### src/rtl/audio_pkg.sv
// Shared audio-path types and default I2S framing constants.
// Used by the I2S transmitter and its bit-clock generator.
package audio_pkg;

    typedef enum logic {
        IDLE = 1'b0,
        RUN  = 1'b1
    } state_t;

    localparam int WIDTH_DEF     = 16;
    localparam int SLOT_BITS_DEF = 32;
    localparam int HALF_DIV_DEF  = 3;

    // Position of a frame bit counter within its channel slot.
    function automatic int slot_pos(input int bit_cnt, input int slot_bits);
        return (bit_cnt >= slot_bits) ? bit_cnt - slot_bits : bit_cnt;
    endfunction

endpackage

### src/rtl/i2s_transmitter_if.sv
// Sample stream in from the de-emphasis filter, I2S lines and status pulses out.
// The filter side is the master; the transmitter is the slave.
interface i2s_transmitter_if #(
    parameter int width = audio_pkg::WIDTH_DEF
);
    logic signed [width-1:0] in;
    logic                    in_valid;
    logic                    bclk;
    logic                    lrclk;
    logic                    sdata;
    logic                    frame_start;
    logic                    underrun;
    logic                    overrun;

    modport master (
        output in, in_valid,
        input  bclk, lrclk, sdata, frame_start, underrun, overrun
    );

    modport slave (
        input  in, in_valid,
        output bclk, lrclk, sdata, frame_start, underrun, overrun
    );
endinterface

### src/rtl/i2s_transmitter_bclk_gen.sv
// Divides the system clock into the I2S bit clock and flags the cycle
// just before each bclk edge so the frame logic can act on it.
module bclk_gen
    import audio_pkg::*;
#(
    parameter int half_div = HALF_DIV_DEF
) (
    input  logic clk,
    input  logic reset_n,
    input  logic en_i,
    output logic bclk_o,
    output logic fall_tick_o,
    output logic rise_tick_o
);
    localparam int DW = (half_div > 1) ? $clog2(half_div) : 1;

    logic [DW-1:0] div_cnt_q, div_cnt_d;
    logic          bclk_q, bclk_d;
    logic          terminal;

    always_comb begin
        terminal  = en_i && (int'(div_cnt_q) == half_div - 1);
        div_cnt_d = div_cnt_q;
        bclk_d    = bclk_q;
        if (!en_i) begin
            div_cnt_d = '0;
            bclk_d    = 1'b0;
        end else if (terminal) begin
            div_cnt_d = '0;
            bclk_d    = !bclk_q;
        end else begin
            div_cnt_d = div_cnt_q + 1'b1;
        end
    end

    always_ff @(posedge clk or negedge reset_n) begin
        if (!reset_n) begin
            div_cnt_q <= '0;
            bclk_q    <= 1'b0;
        end else begin
            div_cnt_q <= div_cnt_d;
            bclk_q    <= bclk_d;
        end
    end

    assign bclk_o      = bclk_q;
    assign fall_tick_o = terminal && bclk_q;
    assign rise_tick_o = terminal && !bclk_q;

endmodule

### src/rtl/i2s_transmitter.sv
// Mono-to-stereo I2S transmitter: one-sample holding register feeding a frame
// register that is shifted out MSB first in both slots, with under/overrun flags.
module i2s_transmitter
    import audio_pkg::*;
#(
    parameter int width     = WIDTH_DEF,
    parameter int slot_bits = SLOT_BITS_DEF,
    parameter int half_div  = HALF_DIV_DEF
) (
    input  logic            clk,
    input  logic            reset_n,
    i2s_transmitter_if.slave bus
);
    localparam int BW = $clog2(2 * slot_bits);
    localparam int IW = $clog2(width);

    state_t          state_q, state_d;
    logic            fresh_q, fresh_d;
    logic [width-1:0] hold_q, hold_d;
    logic [width-1:0] frame_q, frame_d;
    logic [BW-1:0]   bit_cnt_q, bit_cnt_d;
    logic            lrclk_q, lrclk_d;
    logic            sdata_q, sdata_d;
    logic            frame_start_q, frame_start_d;
    logic            underrun_q, underrun_d;
    logic            overrun_q, overrun_d;

    logic            fall_tick, rise_tick, bclk, load;
    int              bit_next, pos;
    logic [IW-1:0]   bit_idx;

    bclk_gen #(.half_div(half_div)) u_bclk_gen (
        .clk         (clk),
        .reset_n     (reset_n),
        .en_i        (state_q == RUN),
        .bclk_o      (bclk),
        .fall_tick_o (fall_tick),
        .rise_tick_o (rise_tick)
    );

    // Frame sequencing happens only on falling bclk ticks; the first in_valid
    // in IDLE counts as a load so the first frame starts immediately.
    always_comb begin
        state_d       = state_q;
        fresh_d       = fresh_q;
        hold_d        = hold_q;
        frame_d       = frame_q;
        lrclk_d       = lrclk_q;
        sdata_d       = sdata_q;
        frame_start_d = 1'b0;
        underrun_d    = 1'b0;
        overrun_d     = 1'b0;
        bit_next      = int'(bit_cnt_q);
        pos           = 0;
        bit_idx       = '0;
        load          = 1'b0;

        case (state_q)
            IDLE: begin
                if (bus.in_valid) begin
                    state_d  = RUN;
                    load     = 1'b1;
                    bit_next = 0;
                    lrclk_d  = 1'b0;
                    sdata_d  = 1'b0;
                end
            end
            RUN: begin
                if (fall_tick) begin
                    bit_next = (int'(bit_cnt_q) == 2 * slot_bits - 1) ? 0 : int'(bit_cnt_q) + 1;
                    load     = (bit_next == 0);
                    pos      = slot_pos(bit_next, slot_bits);
                    lrclk_d  = (bit_next >= slot_bits);
                    bit_idx  = IW'(width - pos);
                    sdata_d  = (pos >= 1 && pos <= width) ? frame_q[bit_idx] : 1'b0;
                end
            end
            default: state_d = IDLE;
        endcase

        bit_cnt_d = BW'(bit_next);

        // A sample arriving in the load cycle bypasses straight into the frame.
        if (load) begin
            frame_d       = bus.in_valid ? bus.in : hold_q;
            frame_start_d = 1'b1;
            underrun_d    = !fresh_q && !bus.in_valid;
            fresh_d       = 1'b0;
        end

        if (bus.in_valid) begin
            hold_d = bus.in;
            if (!load) begin
                fresh_d   = 1'b1;
                overrun_d = fresh_q;
            end
        end
    end

    always_ff @(posedge clk or negedge reset_n) begin
        if (!reset_n) begin
            state_q       <= IDLE;
            fresh_q       <= 1'b0;
            hold_q        <= '0;
            frame_q       <= '0;
            bit_cnt_q     <= '0;
            lrclk_q       <= 1'b1;
            sdata_q       <= 1'b0;
            frame_start_q <= 1'b0;
            underrun_q    <= 1'b0;
            overrun_q     <= 1'b0;
        end else begin
            state_q       <= state_d;
            fresh_q       <= fresh_d;
            hold_q        <= hold_d;
            frame_q       <= frame_d;
            bit_cnt_q     <= bit_cnt_d;
            lrclk_q       <= lrclk_d;
            sdata_q       <= sdata_d;
            frame_start_q <= frame_start_d;
            underrun_q    <= underrun_d;
            overrun_q     <= overrun_d;
        end
    end

    // The divider can never report both bclk edges in the same cycle.
    assert property (@(posedge clk) disable iff (!reset_n) !(fall_tick && rise_tick));

    assign bus.bclk        = bclk;
    assign bus.lrclk       = lrclk_q;
    assign bus.sdata       = sdata_q;
    assign bus.frame_start = frame_start_q;
    assign bus.underrun    = underrun_q;
    assign bus.overrun     = overrun_q;

endmodule

### src/flat_wrapper.sv
// flat-port wrapper written by rule: the top's interface ports become plain ports
module i2s_transmitter_flat import audio_pkg::*;
#(
    parameter int width     = WIDTH_DEF,
    parameter int slot_bits = SLOT_BITS_DEF,
    parameter int half_div  = HALF_DIV_DEF
)
  (clk, reset_n, bus_in, bus_in_valid, bus_bclk, bus_lrclk, bus_sdata, bus_frame_start, bus_underrun, bus_overrun);
  i2s_transmitter_if #(.width(width)) bus_i ();
  input  logic clk;
  input  logic reset_n;
  input wire logic [$bits(bus_i.in)-1:0] bus_in;
  input wire logic [$bits(bus_i.in_valid)-1:0] bus_in_valid;
  output wire logic [$bits(bus_i.bclk)-1:0] bus_bclk;
  output wire logic [$bits(bus_i.lrclk)-1:0] bus_lrclk;
  output wire logic [$bits(bus_i.sdata)-1:0] bus_sdata;
  output wire logic [$bits(bus_i.frame_start)-1:0] bus_frame_start;
  output wire logic [$bits(bus_i.underrun)-1:0] bus_underrun;
  output wire logic [$bits(bus_i.overrun)-1:0] bus_overrun;
  assign bus_i.in = bus_in;
  assign bus_i.in_valid = bus_in_valid;
  assign bus_bclk = bus_i.bclk;
  assign bus_lrclk = bus_i.lrclk;
  assign bus_sdata = bus_i.sdata;
  assign bus_frame_start = bus_i.frame_start;
  assign bus_underrun = bus_i.underrun;
  assign bus_overrun = bus_i.overrun;
  i2s_transmitter #(.width(width), .slot_bits(slot_bits), .half_div(half_div)) u_core (.clk(clk), .reset_n(reset_n), .bus(bus_i));
endmodule
### config.mk
export PLATFORM = sky130hd
export DESIGN_NAME = i2s_transmitter_flat
export DESIGN_NICKNAME = d
export VERILOG_FILES = /design/src/rtl/audio_pkg.sv /design/src/rtl/i2s_transmitter_if.sv /design/src/rtl/i2s_transmitter_bclk_gen.sv /design/src/rtl/i2s_transmitter.sv /design/src/flat_wrapper.sv
export SDC_FILE = /design/constraint.sdc
export NUM_CORES = 1
export LEC_CHECK = 0
export CAP_MARGIN = 10
export CORE_ASPECT_RATIO = 1.25
export CORE_MARGIN = 4
export CORE_UTILIZATION = 56
export CTS_CLUSTER_SIZE = 20
export DETAILED_ROUTE_END_ITERATION = 8
export GPL_TIMING_DRIVEN = 1
export PLACE_DENSITY = 0.8
export SLEW_MARGIN = 30
export SYNTH_ARGS = -nofsm -noshare
export SYNTH_HDL_FRONTEND = slang
export SYNTH_SLANG_ARGS = --single-unit
### constraint.sdc
create_clock -name clk -period 3.4 [get_ports clk]
set_clock_uncertainty 0.05 [all_clocks]
set_input_delay 0.34 -clock clk [delete_from_list [all_inputs] [get_ports clk]]
set_output_delay 0.34 -clock clk [all_outputs]
set_load 0.1 [all_outputs]
==> results.md <==
- Status: complete, but fails checks
- Violated checks: negative hold slack
- Die H: 82.0 um
- Final hold violations: 21
- Gates resized, CTS repair: 0
- Cell area after layout: 0.00280 mm^2
- Initial DRT Pass Iterations: 4
- GR Util All Layers: 0.179
- MaxCap Viol Count: 0
- CP max FO: 11
- Slew at the pin closest to its max-slew limit: 976 ps
- Pin count of the biggest net entering global routing: 49
- Sequential share of the synthesized area: 0.490
- RePlAce Congestion: 0.884
- Share of cells above drive strength 1: 0.228
- # IOs: 25
- Ys flop type: dfrtp_1
- Die Footprint: 0.00552 mm^2
- Global-route wire length before repair: 7400 um
- Detail Placement HPWL: 3210 um
- Yosys reg bits: 48
- Ys Warns: 0
- Most frequent cell after synthesis: dfrtp_1
- FFs w/ async S/R, synth: 1.00
- Row cnt: 26
- VDD IR max: 0.489 mV
- CTS tree: done
- Core Util, Final: 0.672
- Syn Area/Cell: 11.6 um^2
- DR iter-0 viols: 84
- CTS buffer count: 5
- Worst hold path type: input pin to asynchronous set/reset pin
- Arrival @ worst endpoint: 3100 ps
- Setup TNS: 0 ps
- CP endpoint kind: flop
- Total power: 0.00231 W
- Total wire length: approximately 4500 um
- CTS clock-pin slew for the worst setup and hold paths: 90 ps
- Commonest cells post-synth: dfrtp_1, mux2_2, nand2_1
- Footprint of the multi-input gates: 0.00113 mm^2
- Via density per instance: approximately 5.6
- Synth area leader: dfrtp_1
- Residual DRC count: 0
- Leak Pwr: between 1 and 1.5 nW
- Vias in the first global route: 1,556
- Worst skew pair latency: 300 ps
- CTS Sinks: 48
- Max clock buf depth: 2
- Setup Buffers After CTS: 0
- Area after DPL: 0.00268 mm^2
- Root buf cell: clkbuf_8
- Inserted Diodes: 0
- Final setup violation count: 0
- EDFF count, synth: 0
- Die Width: 67.2 um
- Synthesized area: 0.00246 mm^2
- P&R area growth vs syn: 13.9%
- Distinct cells, synth: 46
- Max-slew violations: 0
- Period utilisation layout: 0.869
- Post-DRT Antenna Nets: 0
- Crit path launch type: flop
- P per Cell Area: slightly above 800 mW/mm^2
- Initial antenna violation count: 0
- Final Critical Period: 2950 ps
- Fill cells: between 300 and 400
- CP required: roughly 3500 ps
- Via count: 1,615
- H-tree Lvls: 2
- Worst hold margin: -12.8 ps
- RSZ-0062 raised after global routing: false
- Syn Nets: 234
- Ranking of synthesized cells by area: dfrtp_1, mux2_2, mux2_4, mux2i_1, nand3_1
- FMAX: between 300 and 400 MHz
- Max_slew headroom: 0.348
- Top-area cell type share of the netlist area: 0.479
- Routed length per placed instance: 15.5 um
- Post-Synthesis Cells: 211
- Starting Density: 0.590
- Layout Nets: between 200 and 300
- CORE AREA: 0.00416 mm^2
- Setup Crit Path Kind: flop to flop
- Register area: 0.00120 mm^2
- Port buffer count: 24
- Number of hold buffers added after cts: 0
- Grt total ovfl: 0
==> path summary, 6_finish.rpt <==
| check | from | endpoint | slack (ps) | cells after the start |
|---|---|---|---|---|
| worst max-delay path | u_core.bit_cnt_q[0] | u_core.bus.sdata | 450 | 11 |
| worst min-delay path | reset_n | u_core.hold_q[15] | -10 | 1 |
| worst max register to register | u_core.bit_cnt_q[0] | u_core.bus.sdata | 450 | 11 |
| worst min register to register | u_core.u_bclk_gen.div_cnt_q[1] | u_core.u_bclk_gen.div_cnt_q[0] | 400 | 1 |
| max in group asynchronous | reset_n | u_core.bit_cnt_q[5] | 2920 | 1 |
| min in group clk | u_core.u_bclk_gen.div_cnt_q[1] | u_core.u_bclk_gen.div_cnt_q[0] | 400 | 1 |
==> sequential cells by signal, summed over array words and instances (netlist names) <==
name and cells:
u_core.fresh_q 1, u_core.hold_q 16, u_core.u_bclk_gen.bclk_o 1, u_core.bus.frame_start 1
u_core.bus.lrclk 1, u_core.frame_q 16, u_core.bus.underrun 1, u_core.u_bclk_gen.div_cnt_q 2
u_core.state_q 1, u_core.bus.sdata 1, u_core.bit_cnt_q 6, u_core.bus.overrun 1
==> logic make-up (layout without fill, tap and decap cells) <==
kind of cell,count (synthesis),in the layout,synth area share
XOR/XNOR,6,6,0.0275
buffers and inverters,19,40,0.0499
other,1,1,0.00153
AO/OA/AOI/OAI,35,35,0.0993
multiplexers,39,39,0.186
adder cells (fa/ha/maj),4,4,0.0204
flip-flops,48,48,0.490
AND/OR/NAND/NOR,59,59,0.126
==> through the flow <==
stage | worst slack, ps | instances
floorplan | 917 | 211
global placement | 596 | 280
detailed placement | 444 | 280
CTS | 425 | 288
global route | 136 | 288
finish | 445 | 288
==> area by class of cell <==
type	instances	area share
Inverter	7	0.00940
Sequential cell	48	0.430
Tap cell	56	0.0251
Multi-Input combinational cell	144	0.404
Clock inverter	2	0.0139
Clock buffer	6	0.0295
Timing Repair Buffer	25	0.0877
==> routing by layer <==
| layer | track usage | wire (um) | share of wire |
|---|---|---|---|
| met2 | 0.291 | 2270 | 0.51 |
| met3 | 0.0301 | 113 | 0.025 |
| met4 | 0.0994 | 138 | 0.031 |
| met5 | 0 | 0 | 0 |
| met1 | 0.226 | 1940 | 0.44 |
==> where the power goes <==
part | internal, W | total, W | switching, W | leakage (nW)
clock | 0.000241 | 0.000430 | 0.000190 | 0.0614
sequential | 0.000740 | 0.000905 | 0.000165 | 0.580
combinational | 0.000436 | 0.000979 | 0.000543 | 0.558
total | 0.00142 | 0.00231 | 0.000898 | 1.20
==> worst max-delay path, cell delays in order (launching register included) <==
cell and delay [ps]:
dfrtp_1 570, ha_1 420, and2_4 250, o21ai_0 100, a21oi_1 350, ha_1 290
nor2b_1 150, a22oi_1 160, o22ai_1 110, a21oi_1 130, nor3_1 60, a22o_1 190
==> layout by cell type, fill, tap and decap left out, types with 6 or more instances in the layout <==
cell type,n
o21ai_0,10
nor2_1,11
mux2i_1,7
dfrtp_1,47
nand3_1,11
mux2_4,7
inv_1,7
a21oi_1,10
clkbuf_8,6
mux2_2,25
clkdlybuf4s50_1,23
nand2_1,13
Power figures use the tool's default switching activity.
